--- src/rtl/cordic_bus_bridge_if.sv ---
// Host-side register bus of the CORDIC bridge: single-outstanding valid/ready
// request/response channel plus the sticky interrupt line.
interface cordic_bus_bridge_if #(
  parameter int p_WIDTH = 32
);
  logic               req_valid;
  logic               req_ready;
  logic               req_write;
  logic [2:0]         req_addr;
  logic [p_WIDTH-1:0] req_wdata;
  logic               rsp_valid;
  logic               rsp_ready;
  logic [p_WIDTH-1:0] rsp_rdata;
  logic               rsp_err;
  logic               host_irq;

  modport master (
    output req_valid, req_write, req_addr, req_wdata, rsp_ready,
    input  req_ready, rsp_valid, rsp_rdata, rsp_err, host_irq
  );

  modport slave (
    input  req_valid, req_write, req_addr, req_wdata, rsp_ready,
    output req_ready, rsp_valid, rsp_rdata, rsp_err, host_irq
  );
endinterface

--- src/rtl/cordic_bus_bridge.sv ---
// Bus-side endpoint of the CORDIC controller: operand/control registers for the
// host, controller flag write-back merge, result readback and sticky host IRQ.
module cordic_bus_bridge #(
  parameter int p_WIDTH = 32
) (
  input  logic                clk,
  input  logic                rst,
  cordic_bus_bridge_if.slave  bus,
  output logic [p_WIDTH-1:0]  xInput,
  output logic [p_WIDTH-1:0]  yInput,
  output logic [p_WIDTH-1:0]  zInput,
  output logic [p_WIDTH-1:0]  controlRegisterInput,
  input  logic [p_WIDTH-1:0]  xResult,
  input  logic [p_WIDTH-1:0]  yResult,
  input  logic [p_WIDTH-1:0]  zResult,
  input  logic [p_WIDTH-1:0]  controlRegisterOutput,
  input  logic                controlRegisterWriteEnable,
  input  logic                interrupt
);

  typedef enum logic {
    s_idle,
    s_resp
  } state_t;

  state_t             state, state_nxt;
  logic               accept;
  logic               busy;
  logic               wr_err;
  logic               wr_ok;
  logic [1:0]         w1c;
  logic [p_WIDTH-1:0] rd_mux;
  logic               interrupt_q;
  logic               irq_pending;
  logic               err_pending;

  // NOTE: every flop uses non-blocking assignments so all registers update
  // together on the edge regardless of process ordering.
  always_ff @(posedge clk or posedge rst) begin
    if (rst) state <= s_idle;
    else     state <= state_nxt;
  end

  // NOTE: the default assignment up front keeps this block purely combinational
  // on every path; leaving it out would infer a latch.
  always_comb begin
    state_nxt = state;
    case (state)
      s_idle:  if (bus.req_valid) state_nxt = s_resp;
      s_resp:  if (bus.rsp_ready) state_nxt = s_idle;
      default: state_nxt = s_idle;
    endcase
  end

  always_comb begin
    bus.req_ready = (state == s_idle);
    bus.rsp_valid = (state == s_resp);
  end

  assign accept = bus.req_ready & bus.req_valid;
  // Busy is judged on the shadow as it stood before this cycle's update.
  assign busy   = ~controlRegisterInput[16];

  always_comb begin
    wr_err = 1'b0;
    case (bus.req_addr)
      3'd0, 3'd1, 3'd2: wr_err = busy;
      3'd3:             wr_err = busy & bus.req_wdata[0];
      3'd4, 3'd5, 3'd6: wr_err = 1'b1;
      default:          wr_err = 1'b0;
    endcase
  end

  assign wr_ok = accept & bus.req_write & ~wr_err;
  assign w1c   = (wr_ok && bus.req_addr == 3'd7) ? bus.req_wdata[1:0] : 2'b00;

  always_comb begin
    rd_mux = '0;
    case (bus.req_addr)
      3'd0: rd_mux = xInput;
      3'd1: rd_mux = yInput;
      3'd2: rd_mux = zInput;
      3'd3: rd_mux = controlRegisterInput;
      3'd4: rd_mux = xResult;
      3'd5: rd_mux = yResult;
      3'd6: rd_mux = zResult;
      default: begin
        rd_mux[0] = irq_pending;
        rd_mux[1] = err_pending;
      end
    endcase
  end

  always_ff @(posedge clk or posedge rst) begin
    if (rst) begin
      bus.rsp_rdata <= '0;
      bus.rsp_err   <= 1'b0;
    end else if (accept) begin
      bus.rsp_rdata <= bus.req_write ? '0 : rd_mux;
      bus.rsp_err   <= bus.req_write & wr_err;
    end
  end

  always_ff @(posedge clk or posedge rst) begin
    if (rst) begin
      xInput <= '0;
      yInput <= '0;
      zInput <= '0;
    end else if (wr_ok) begin
      case (bus.req_addr)
        3'd0:    xInput <= bus.req_wdata;
        3'd1:    yInput <= bus.req_wdata;
        3'd2:    zInput <= bus.req_wdata;
        default: ;
      endcase
    end
  end

  // Host owns [15:0] (start/stop self-clear), controller owns the upper flags.
  always_ff @(posedge clk or posedge rst) begin
    if (rst) begin
      controlRegisterInput     <= '0;
      controlRegisterInput[16] <= 1'b1;
    end else begin
      controlRegisterInput[1:0] <= 2'b00;
      if (wr_ok && bus.req_addr == 3'd3)
        controlRegisterInput[15:0] <= bus.req_wdata[15:0];
      if (controlRegisterWriteEnable)
        controlRegisterInput[p_WIDTH-1:16] <= controlRegisterOutput[p_WIDTH-1:16];
    end
  end

  // Set events dominate a simultaneous write-1-to-clear.
  always_ff @(posedge clk or posedge rst) begin
    if (rst) begin
      interrupt_q <= 1'b0;
      irq_pending <= 1'b0;
      err_pending <= 1'b0;
    end else begin
      interrupt_q <= interrupt;
      irq_pending <= (interrupt & ~interrupt_q) | (irq_pending & ~w1c[0]);
      err_pending <= (accept & bus.req_write & wr_err) | (err_pending & ~w1c[1]);
    end
  end

  assign bus.host_irq = irq_pending | err_pending;

endmodule

--- src/flat_wrapper.sv ---
// flat-port wrapper written by rule: the top's interface ports become plain ports
module cordic_bus_bridge_flat 
#(
  parameter int p_WIDTH = 32
)
  (clk, rst, xInput, yInput, zInput, controlRegisterInput, xResult, yResult, zResult, controlRegisterOutput, controlRegisterWriteEnable, interrupt, bus_req_valid, bus_req_write, bus_req_addr, bus_req_wdata, bus_rsp_ready, bus_req_ready, bus_rsp_valid, bus_rsp_rdata, bus_rsp_err, bus_host_irq);
  cordic_bus_bridge_if #(.p_WIDTH(p_WIDTH)) bus_i ();
  input  logic clk;
  input  logic rst;
  output logic [p_WIDTH-1:0] xInput;
  output logic [p_WIDTH-1:0] yInput;
  output logic [p_WIDTH-1:0] zInput;
  output logic [p_WIDTH-1:0] controlRegisterInput;
  input  logic [p_WIDTH-1:0] xResult;
  input  logic [p_WIDTH-1:0] yResult;
  input  logic [p_WIDTH-1:0] zResult;
  input  logic [p_WIDTH-1:0] controlRegisterOutput;
  input  logic controlRegisterWriteEnable;
  input  logic interrupt;
  input wire logic [$bits(bus_i.req_valid)-1:0] bus_req_valid;
  input wire logic [$bits(bus_i.req_write)-1:0] bus_req_write;
  input wire logic [$bits(bus_i.req_addr)-1:0] bus_req_addr;
  input wire logic [$bits(bus_i.req_wdata)-1:0] bus_req_wdata;
  input wire logic [$bits(bus_i.rsp_ready)-1:0] bus_rsp_ready;
  output wire logic [$bits(bus_i.req_ready)-1:0] bus_req_ready;
  output wire logic [$bits(bus_i.rsp_valid)-1:0] bus_rsp_valid;
  output wire logic [$bits(bus_i.rsp_rdata)-1:0] bus_rsp_rdata;
  output wire logic [$bits(bus_i.rsp_err)-1:0] bus_rsp_err;
  output wire logic [$bits(bus_i.host_irq)-1:0] bus_host_irq;
  assign bus_i.req_valid = bus_req_valid;
  assign bus_i.req_write = bus_req_write;
  assign bus_i.req_addr = bus_req_addr;
  assign bus_i.req_wdata = bus_req_wdata;
  assign bus_i.rsp_ready = bus_rsp_ready;
  assign bus_req_ready = bus_i.req_ready;
  assign bus_rsp_valid = bus_i.rsp_valid;
  assign bus_rsp_rdata = bus_i.rsp_rdata;
  assign bus_rsp_err = bus_i.rsp_err;
  assign bus_host_irq = bus_i.host_irq;
  cordic_bus_bridge #(.p_WIDTH(p_WIDTH)) u_core (.clk(clk), .rst(rst), .bus(bus_i), .xInput(xInput), .yInput(yInput), .zInput(zInput), .controlRegisterInput(controlRegisterInput), .xResult(xResult), .yResult(yResult), .zResult(zResult), .controlRegisterOutput(controlRegisterOutput), .controlRegisterWriteEnable(controlRegisterWriteEnable), .interrupt(interrupt));
endmodule
--- config.mk ---
export PLATFORM = sky130hd
export DESIGN_NAME = cordic_bus_bridge_flat
export DESIGN_NICKNAME = d
export VERILOG_FILES = /design/src/rtl/cordic_bus_bridge_if.sv /design/src/rtl/cordic_bus_bridge.sv /design/src/flat_wrapper.sv
export SDC_FILE = /design/constraint.sdc
export NUM_CORES = 1
export LEC_CHECK = 0
export BUFFER_PORTS_ARGS = -buffer_cell sky130_fd_sc_hd__buf_2
export CAP_MARGIN = 0
export CORE_MARGIN = 2
export CORE_UTILIZATION = 40
export DETAILED_ROUTE_END_ITERATION = 10
export MAX_ROUTING_LAYER = met4
export PLACE_DENSITY = 0.69
export SYNTH_ARGS = -nofsm -noshare
export SYNTH_HDL_FRONTEND = slang
export SYNTH_SLANG_ARGS = --single-unit
export TNS_END_PERCENT = 30
--- constraint.sdc ---
create_clock -name clk -period 5.6 [get_ports clk]
set_input_delay 1.12 -clock clk [delete_from_list [all_inputs] [get_ports clk]]
set_output_delay 1.12 -clock clk [all_outputs]
set_load 0.01 [all_outputs]
==> results of run 1 <==
==> cells in the mapped netlist (3+ instances only) <==
cell / instances
a221oi_1: 14
a22o_1: 6
buf_1: 5
buf_2: 16
buf_8: 3
clkbuf_1: 15
dfrtp_1: 164
inv_1: 9
mux2_1: 8
mux2_2: 99
mux2_4: 30
mux2i_1: 56
mux4_2: 19
nand2_1: 36
nand3_1: 3
nor2_1: 10
nor2b_1: 5
o21ai_0: 35
o22ai_1: 9
o2bb2ai_1: 16
o32ai_1: 4
==> registers in the layout (all words and copies together) (netlist names), 32 cells and up <==
register                     cells
u_core.xInput                   32
u_core.controlRegisterInput     32
u_core.bus.rsp_rdata            32
u_core.zInput                   32
u_core.yInput                   32
==> worst reg2reg max path: stages (launching register included) <==
cell and delay [ps]:
dfstp_2 550, inv_1 90, o22ai_2 240, or4b_4 870
mux2_4 440
==> routing by layer <==
layer | global-route usage (%) | wire (um) | vias to the layer above
li1 | - | - | 2799
met1 | 29.3 | 10200 | 3240
met2 | 38.8 | 12300 | 244
met3 | 4.48 | 1170 | 30
met4 | 7.75 | 519 | 0
met5 | - | 0 | -
==> cell type report <==
class,instances,area [um^2],area share [%]
tap,265,332,3.17
clock buffer,22,484,4.63
clock inverter,10,144,1.37
multi-input combinational,372,3650,34.9
timing repair buffer,328,1680,16.1
inverter,9,38.8,0.371
sequential,165,4130,39.5
antenna,1,2.50,0.0239
==> placed cells by master, fill, tap and decap left out, types with 2 or more instances in the layout <==
master      netlist  layout
buf_2            16     316
dfrtp_1         164     164
mux2_2           99      99
mux2i_1          56      56
nand2_1          36      35
o21ai_0          35      35
mux2_4           30      30
mux4_2           19      19
clkbuf_16         0      17
o2bb2ai_1        16      16
a221oi_1         14      14
buf_4             2      11
nor2_1           10      10
o22ai_1           9       9
inv_1             9       8
mux2_1            8       8
a22o_1            6       6
nor2b_1           5       4
o32ai_1           4       4
clkbuf_8          0       4
nand3_1           3       3
inv_6             0       3
bufinv_16         0       3
clkinvlp_4        0       3
nand3b_1          2       2
nand2b_1          2       2
and2_1            2       2
a21o_1            2       2
a21oi_1           2       2
o21bai_1          2       2
==> stage by stage <==
stage          instances  utilization [%]  hold WS, ps  cell area, um^2
3_5_place_dp        1139             50.2          465             9830
6_report            1172             53.4          477            10500
2_1_floorplan        587                -          465             8010
5_1_grt             1172             53.4          499            10500
3_3_place_gp        1139             50.2          458             9830
4_1_cts             1171             53.4          480            10500
==> cells by family after synthesis <==
group,count (synthesis),synth area share (%)
and+or+nand+nor,66,3.87
DFF,165,51.6
AOI/OAI and AO/OA,94,8.46
buffers and inverters,50,3.11
muxes,212,33.0
==> how the worst max path moves through the flow <==
stage | slack, ps | startpoint | end
2_1_floorplan | 20 | rst | u_core.bus.rsp_err$_DFFE_PP0P_
6_report | 2470 | bus_req_addr[1] | u_core.bus.rsp_rdata[19]$_DFFE_PP0P_
5_1_grt | 2280 | bus_req_addr[2] | u_core.yInput[24]$_DFFE_PP0P_
3_3_place_gp | 2010 | bus_req_addr[2] | u_core.yInput[17]$_DFFE_PP0P_
3_5_place_dp | 1960 | bus_req_addr[2] | u_core.yInput[3]$_DFFE_PP0P_
4_1_cts | 2440 | bus_req_addr[2] | u_core.yInput[26]$_DFFE_PP0P_
==> where the power goes <==
part | internal (mW) | switching (mW)
combinational | 0.383 | 0.369
sequential | 1.37 | 0.126
clock | 0.753 | 0.497
==> qor.yml, run 1 <==
die_w_um: 146
timing.final.ws_setup_ps: 2470
row_count: 51
grt_pass1_vias: 6470
cts_max_level: 4
ys_warn_count: 0
slew_headroom_pct: 31.8
post_cts_resize_count: 0
numCtsBuffers: 17
cts_buffer_depth: 2
coreArea_mm2: 0.0196
finalCriticalPeriod_ps: 3130
worst_pin_slew_ps: 1020
hold_class: "reg2reg"
power_per_cell_area_mw_per_mm2: 334
cts_root_buf: "clkbuf_16"
pre_cts_slack_ps: 1960
final.setup_skew_ps: 8.44
grt_pass1_wl_um: 37300
grt_usage_pct: 23.5
regToRegEndpoint: "u_core.xInput[14]$_DFFE_PP0P_"
critPathSlowestCell: "nor2b_2"
synth_top_area_share_pct: 51.2
place_congestion: 0.830
clk_pin_slew_ps: 70
die_h_um: 146
dr.pass1.iters: 4
synth_edf_count: 0
initial_core_util_pct: 40.9
vdd_drop_max_mv: 0.197
wl_um: 24200
endpoint_kind: "flip-flop"
min-delay-start: "u_core.bus.rsp_rdata[22]$_DFFE_PP0P_"
post-cts-setup-buffers: 0
p_total_mw: 3.49
ys_ff_latch: 165
layout-drive-gt1-share_pct: 57.0
grt_max_degree: 166
syn_avg_cell_area_um2: 13.6
finalSetupViolations: 0
r2r-start: "u_core.controlRegisterInput[16]$_DFFE_PP1P_"
wl_per_cell_um: 20.7
insertion_delay_ps: 420
min_to: "u_core.bus.rsp_rdata[22]$_DFFE_PP0P_"
cp.arrival_ps: 3460
p_leak_nw: 5.50
overflow: 0
area_growth_syn_to_layout_pct: 30.6
drt_iter0_drc: 214
cts_hold_buf: 0
die_area_mm2: 0.0212
reg2reg_depth: 4
antenna_found_initial: 1
vias_per_cell: 5.39
period_share_pct: 55.8
layout.nets: 1063
cap_viol_max_count: 0
clock_sinks: 165
path_buf_inv: 2
hold_depth: 2
worst_path_largest_cell_delay_ps: 810
crit_fanout: 35
r2r_slack_ps: 3300
synth_area_leader_cell: "dfrtp_1"
cp_top_family: "buffers and inverters"
synth_fp_nets: 757
rsz0062_at_grt: "no"
yosysSeqAreaShare_pct: 51.6
io_buffers: 317
synth_area_leaders: "dfrtp_1 (51%), mux2_2 (14%), mux2i_1 (7.0%), mux2_4 (5.6%), mux4_2 (5.3%)"
num_io_pins: 334
vias: 6313
worst-path-stages: 6
path_class: "in2reg"
syn_inst: 587
drc: 0
timing.final.hold_violations: 0
synthFlopType: "dfrtp_1"
ys_types: 39
tns_ps: 0
status: "complete, no violations"
async_reset_ff_share_pct: 100
max_freq_mhz: 320
crit_path_start_kind: "input pin"
fillers: 1713
finalMaxSlewViolations: 0
synthesis.area_mm2: 0.00801
crit_required_ps: 5940
tritoncts: "yes"
postRouteAntennaNets: 0
path_cells: "buf_2 -> buf_4 -> nor2b_2 -> a22o_1 -> a221oi_1 -> o21ai_0"
dp_hpwl_um: 16600
Power figures use the tool's default switching activity.
==> run 2: changes to the inputs <==
- PLACE_DENSITY: 0.69 -> 0.67
- clock period: 5.6 -> 3 ns (I/O delays scaled with it)
==> run 2 against run 1 <==
Flip-flop and latch count did not move. Worst hold slack got worse by 190 ps. Via count barely moved. Final cell count rose by 1.5%. Critical path depth fell by 1. Non-clock buffer count rose by 15. Highest routed layer unchanged.
==> qor.yml, run 2 (synthesis results as in run 1) <==
critPathCapture: "u_core.xInput[14]$_DFFE_PP0P_"  # was u_core.bus.rsp_rdata[19]$_DFFE_PP0P_
clock_sinks: 165  # unchanged
cts_root_buf: "clkbuf_16"  # unchanged
reg2reg_depth: 5  # was 4
tritoncts: "yes"  # unchanged
internal_power_mw: 4.99  # was 2.50 mW
post-cts-setup-buffers: 0  # unchanged
final_common_cell: "buf_2"  # unchanged
antenna_found_initial: 3  # was 1
finalSetupViolations: 0  # unchanged
placed_cell_area_mm2: 0.00997  # was 0.00983 mm^2
coreArea_mm2: 0.0196  # unchanged
postRouteAntennaNets: 0  # unchanged
crit_path_start_kind: "flip-flop"  # was input pin
pwr-share-comb_pct: 20.7  # was 21.5%
grt.busiest_layer: "met2"  # unchanged
p_sw_share_pct: 27.4  # was 28.4%
r2r-start: "u_core.controlRegisterInput[16]$_DFFE_PP1P_"  # unchanged
p_sw_mw: 1.89  # was 0.992 mW
finalCriticalPeriod_ps: 2300
cts_buffer_depth: 2  # unchanged
path_class: "reg2reg"  # was in2reg
critPathSlowestCell: "or4b_2"  # was nor2b_2
die_h_um: 146  # unchanged
wl_um: 24700  # was 24200 um
num_io_pins: 334  # unchanged
layout-drive-gt1-share_pct: 57.8  # was 57.0%
final.setup_skew_ps: 11.1  # was 8.44 ps
rsz0062_at_grt: "no"  # unchanged
dr.pass1.iters: 5  # was 4
drt_iter0_drc: 226  # was 214
initial_core_util_pct: 40.9  # unchanged
postLayoutCoreUtil_pct: 54.6  # was 53.4%
timing.final.hold_violations: 0  # unchanged
clk_pin_slew_ps: 70  # about the same
grtUsageMet3_pct: 4.14  # was 4.48%
use_met2_pct: 38.5  # was 38.8%
layout.cells.most_common_list: "buf_2 (316), dfrtp_1 (164), mux2_2 (99), mux2i_1 (56)"  # unchanged
p_total_mw: 6.87  # was 3.49 mW
power_per_cell_area_mw_per_mm2: 643  # was 334 mW/mm^2
vdd_drop_max_mv: 0.369  # was 0.197 mV
r2r_slack_ps: 700  # was 3300 ps
wl_per_cell_um: 20.7  # about the same
post_cts_resize_count: 0  # unchanged
cts_max_level: 4  # unchanged
worst_pin_slew_ps: 866  # was 1020 ps
grt_pass1_vias: 6499  # was 6470
area_growth_syn_to_layout_pct: 33.5  # was 30.6%
clkPwrFrac_pct: 38.7  # was 35.8%
io_buffers: 317  # unchanged
status: "complete, no violations"  # unchanged
crit_fanout: 19  # was 35
critPathLaunch: "u_core.controlRegisterInput[16]$_DFFE_PP1P_"  # was bus_req_addr[1]
vias_per_cell: 5.31  # was 5.39
crit_required_ps: 3300  # was 5940 ps
place_congestion: 0.803  # was 0.830
cts_hold_buf: 0  # unchanged
die_area_mm2: 0.0212  # unchanged
fin_area_mm2: 0.0107  # was 0.0105 mm^2
grt_pass1_wl_um: 38000  # was 37300 um
tns_ps: 0  # unchanged
die_w_um: 146  # unchanged
hold_class: "in2async"  # was reg2reg
slew_headroom_pct: 42.1  # was 31.8%
p_seq_share_pct: 40.6  # was 42.7%
row_count: 51  # unchanged
grt_usage_pct: 23.9  # was 23.5%
numCtsBuffers: 17  # unchanged
period_share_pct: 76.7
cap_viol_max_count: 0  # unchanged
grt_max_degree: 55  # was 166
path_cells: "inv_1 -> o22ai_2 -> or4b_2 -> buf_4 -> mux2_4"  # was buf_2 -> buf_4 -> nor2b_2 -> a22o_1 -> a221oi_1 -> o21ai_0
layout.nets: 1078  # was 1063
overflow: 0  # unchanged
use_met1_pct: 30.4  # was 29.3%
vias: 6310  # was 6313
dp_hpwl_um: 17900  # was 16600 um
insertion_delay_ps: 420  # about the same
max_freq_mhz: 435
drc: 0  # unchanged
endpoint_kind: "flip-flop"  # unchanged
finalMaxSlewViolations: 0  # unchanged
p_leak_nw: 5.62  # was 5.50 nW
regToRegEndpoint: "u_core.xInput[14]$_DFFE_PP0P_"  # unchanged
worst_path_largest_cell_delay_ps: 640  # was 810 ps
cp.arrival_ps: 2600  # was 3460 ps
run 2: changes by cell type in the layout (fill, tap and decap cells not counted), sizes merged:
cell      before  now
diode          1    3
clkinvlp       3    2
bufinv         3    7
buf          328  343
clkinv         2    1
clkbuf        22   19
inv           11   12
run 2: routing by layer:
metal,vias to the layer above,wire length [um]
li1,2837,-
met1,3223,10800
met2,217,12100
met3,33,1170
met4,0,562
met5,-,0
run 2: worst min-delay path by stage:
stage	endpoint
floorplan	u_core.err_pending$_DFF_PP0_
global placement	u_core.bus.rsp_rdata[27]$_DFFE_PP0P_
detailed placement	u_core.bus.rsp_rdata[27]$_DFFE_PP0P_
CTS	u_core.interrupt_q$_DFF_PP0_
global route	u_core.interrupt_q$_DFF_PP0_
finish	u_core.zInput[23]$_DFFE_PP0P_
run 2: final cells by class:
class	count	area, um^2
Fill cell	1758	8900
Clock inverter	13	264
Multi-Input combinational cell	372	3650
Clock buffer	19	453
Inverter	9	37.5
Timing Repair Buffer	343	1820
Tap cell	265	332
Sequential cell	165	4130
Antenna cell	3	7.51
run 2: metrics by stage:
step / instances / hold WS, ps / worst slack (ps)
floorplan: 587 / 465 / 302
detailed placement: 1154 / 465 / 404
finish: 1189 / 288 / 700
global placement: 1154 / 458 / 391
global route: 1189 / 278 / 654
CTS: 1186 / 277 / 721
run 2: power groups by stage:
stage | clock network (mW) | logic [mW] | registers [mW]
2_1_floorplan | 0 | 0.646 | 2.94
3_3_place_gp | 0 | 1.41 | 2.81
3_5_place_dp | 0 | 1.44 | 2.82
4_1_cts | 2.71 | 1.44 | 2.79
5_1_grt | 2.81 | 1.53 | 2.84
6_report | 2.66 | 1.42 | 2.79
run 2: worst max-delay path: cells and delay by family (launching register included):
family	cells	cell delay, ps
muxes	1	340
and+or+nand+nor	1	640
DFF	1	560
AOI/OAI and AO/OA	1	240
buffers and inverters	2	380
==> run 3: changes to the inputs <==
- clock period: 3 -> 2.35 ns (I/O delays scaled with it)
==> run 3 against run 2 <==
Register-to-register slack got worse by 520 ps. Highest routed layer unchanged. Global-route usage increased by 0.15 points. Flip-flop and latch count unchanged. Final cell count increased by 0.25%. Power increased by 20%. Utilization about the same. Non-clock buffer count increased by 5. Clock skew decreased by 0.99 ps. Worst hold slack got worse by 260 ps.
==> qor.yml, run 3 (synthesis results as in run 1) <==
post_cts_resize_count: 0  # unchanged
final_common_cell: "buf_2"  # unchanged
max_freq_mhz: 461  # was 435 MHz
drc: 0  # unchanged
path_cells: "inv_1 -> o22ai_2 -> or4b_2 -> buf_12 -> mux2_4"  # was inv_1 -> o22ai_2 -> or4b_2 -> buf_4 -> mux2_4
grt_usage_pct: 24.1  # was 23.9%
wl_um: 24600  # was 24700 um
cp.arrival_ps: 2470  # was 2600 ps
die_h_um: 146  # unchanged
layout.cells.most_common_list: "buf_2 (316), dfrtp_1 (164), mux2_2 (99), mux2i_1 (56)"  # unchanged
slew_headroom_pct: 40.8  # was 42.1%
dp_hpwl_um: 17900  # about the same
wl_per_cell_um: 20.6  # was 20.7 um
worst_path_largest_cell_delay_ps: 690  # was 640 ps
crit_path_start_kind: "flip-flop"  # unchanged
crit_required_ps: 2650  # was 3300 ps
coreArea_mm2: 0.0196  # unchanged
die_w_um: 146  # unchanged
clk_pin_slew_ps: 70  # about the same
period_share_pct: 92.2  # was 76.7%
area_growth_syn_to_layout_pct: 33.5  # about the same
final.setup_skew_ps: 10.1  # was 11.1 ps
layout.nets: 1083  # was 1078
path_class: "reg2reg"  # unchanged
finalCriticalPeriod_ps: 2170  # was 2300 ps
drt_iter0_drc: 313  # was 226
num_io_pins: 334  # unchanged
crit_fanout: 17  # was 19
critPathSlowestCell: "or4b_2"  # unchanged
row_count: 51  # unchanged
cap_viol_max_count: 0  # unchanged
finalSetupViolations: 0  # unchanged
postRouteAntennaNets: 0  # unchanged
insertion_delay_ps: 420  # about the same
grt_pass1_wl_um: 38000  # about the same
antenna_found_initial: 1  # was 3
tritoncts: "yes"  # unchanged
overflow: 0  # unchanged
die_area_mm2: 0.0212  # unchanged
dp.cells: 1159  # was 1154
cts_buffer_depth: 2  # unchanged
vias: 6313  # was 6310
io_buffers: 317  # unchanged
dr.pass1.iters: 5  # unchanged
cts_max_level: 4  # unchanged
worst_pin_slew_ps: 885  # was 866 ps
post-cts-setup-buffers: 0  # unchanged
power_per_cell_area_mw_per_mm2: 773  # was 643 mW/mm^2
hold_class: "in2async"  # unchanged
rsz0062_at_grt: "no"  # unchanged
status: "complete, no violations"  # unchanged
fin_cells: 1192  # was 1189
timing.final.hold_violations: 0  # unchanged
r2r_slack_ps: 180  # was 700 ps
grt_max_degree: 71  # was 55
finalMaxSlewViolations: 0  # unchanged
layout-drive-gt1-share_pct: 58.0  # was 57.8%
initial_core_util_pct: 40.9  # unchanged
p_leak_nw: 5.63  # was 5.62 nW
vias_per_cell: 5.30  # was 5.31
vdd_drop_max_mv: 0.488  # was 0.369 mV
cts_root_buf: "clkbuf_16"  # unchanged
numCtsBuffers: 17  # unchanged
cts_hold_buf: 0  # unchanged
endpoint_kind: "flip-flop"  # unchanged
postLayoutCoreUtil_pct: 54.6  # about the same
grt_pass1_vias: 6449  # was 6499
clock_sinks: 165  # unchanged
place_congestion: 0.823  # was 0.803
## run 3: per-stage QoR
step / hold WS (ps) / power (mW) / setup WS [ps] / setup TNS [ps] / cell area (um^2)
final: 32.5 / 8.27 / 182 / 0 / 10700
after global routing: 27.7 / 8.66 / 125 / 0 / 10700
after CTS: 20.3 / 8.34 / 168 / 0 / 10700
after detailed placement: 466 / 5.45 / 123 / 0 / 10100
after global placement: 458 / 5.41 / 148 / 0 / 10100
after floorplan: 465 / 4.58 / -218 / -35750 / 8020
## run 3: worst max-delay path: cells and delay by family (launching register included)
family	cells	cell delay, ps
and+or+nand+nor	1	690
DFF	1	560
buffers and inverters	2	310
muxes	1	310
AOI/OAI and AO/OA	1	160
## run 3: final timing paths
kind,from,end,depth (start not counted)
max in group asynchronous,rst,u_core.yInput[16]$_DFFE_PP0P_,3
min,rst,u_core.controlRegisterInput[21]$_DFFE_PP0P_,2
min reg2reg,u_core.bus.rsp_rdata[2]$_DFFE_PP0P_,u_core.bus.rsp_rdata[2]$_DFFE_PP0P_,2
min in group clk,interrupt,u_core.interrupt_q$_DFF_PP0_,1
max reg2reg,u_core.controlRegisterInput[16]$_DFFE_PP1P_,u_core.xInput[16]$_DFFE_PP0P_,5
max,u_core.controlRegisterInput[16]$_DFFE_PP1P_,u_core.xInput[16]$_DFFE_PP0P_,5
## run 3: layout make-up
class,count,area (um^2)
fill,1696,8890
sequential,165,4130
multi-input combinational,372,3650
timing repair buffer,348,1950
clock buffer,18,439
tap,265,332
clock inverter,14,164
inverter,9,37.5
antenna,1,2.50
## run 3: power breakdown
part | switching (mW) | internal (mW)
Combinational | 0.882 | 0.943
Sequential | 0.310 | 3.25
Clock | 1.25 | 1.63
Total | 2.44 | 5.83
## run 3: metal layers
metal / track usage, % / part of all wire, % / up-vias
li1: - / - / 2845
met1: 30.6 / 43 / 3197
met2: 39.1 / 49 / 241
met3: 4.29 / 5.1 / 30
met4: 8.33 / 2.2 / 0
met5: - / 0 / -
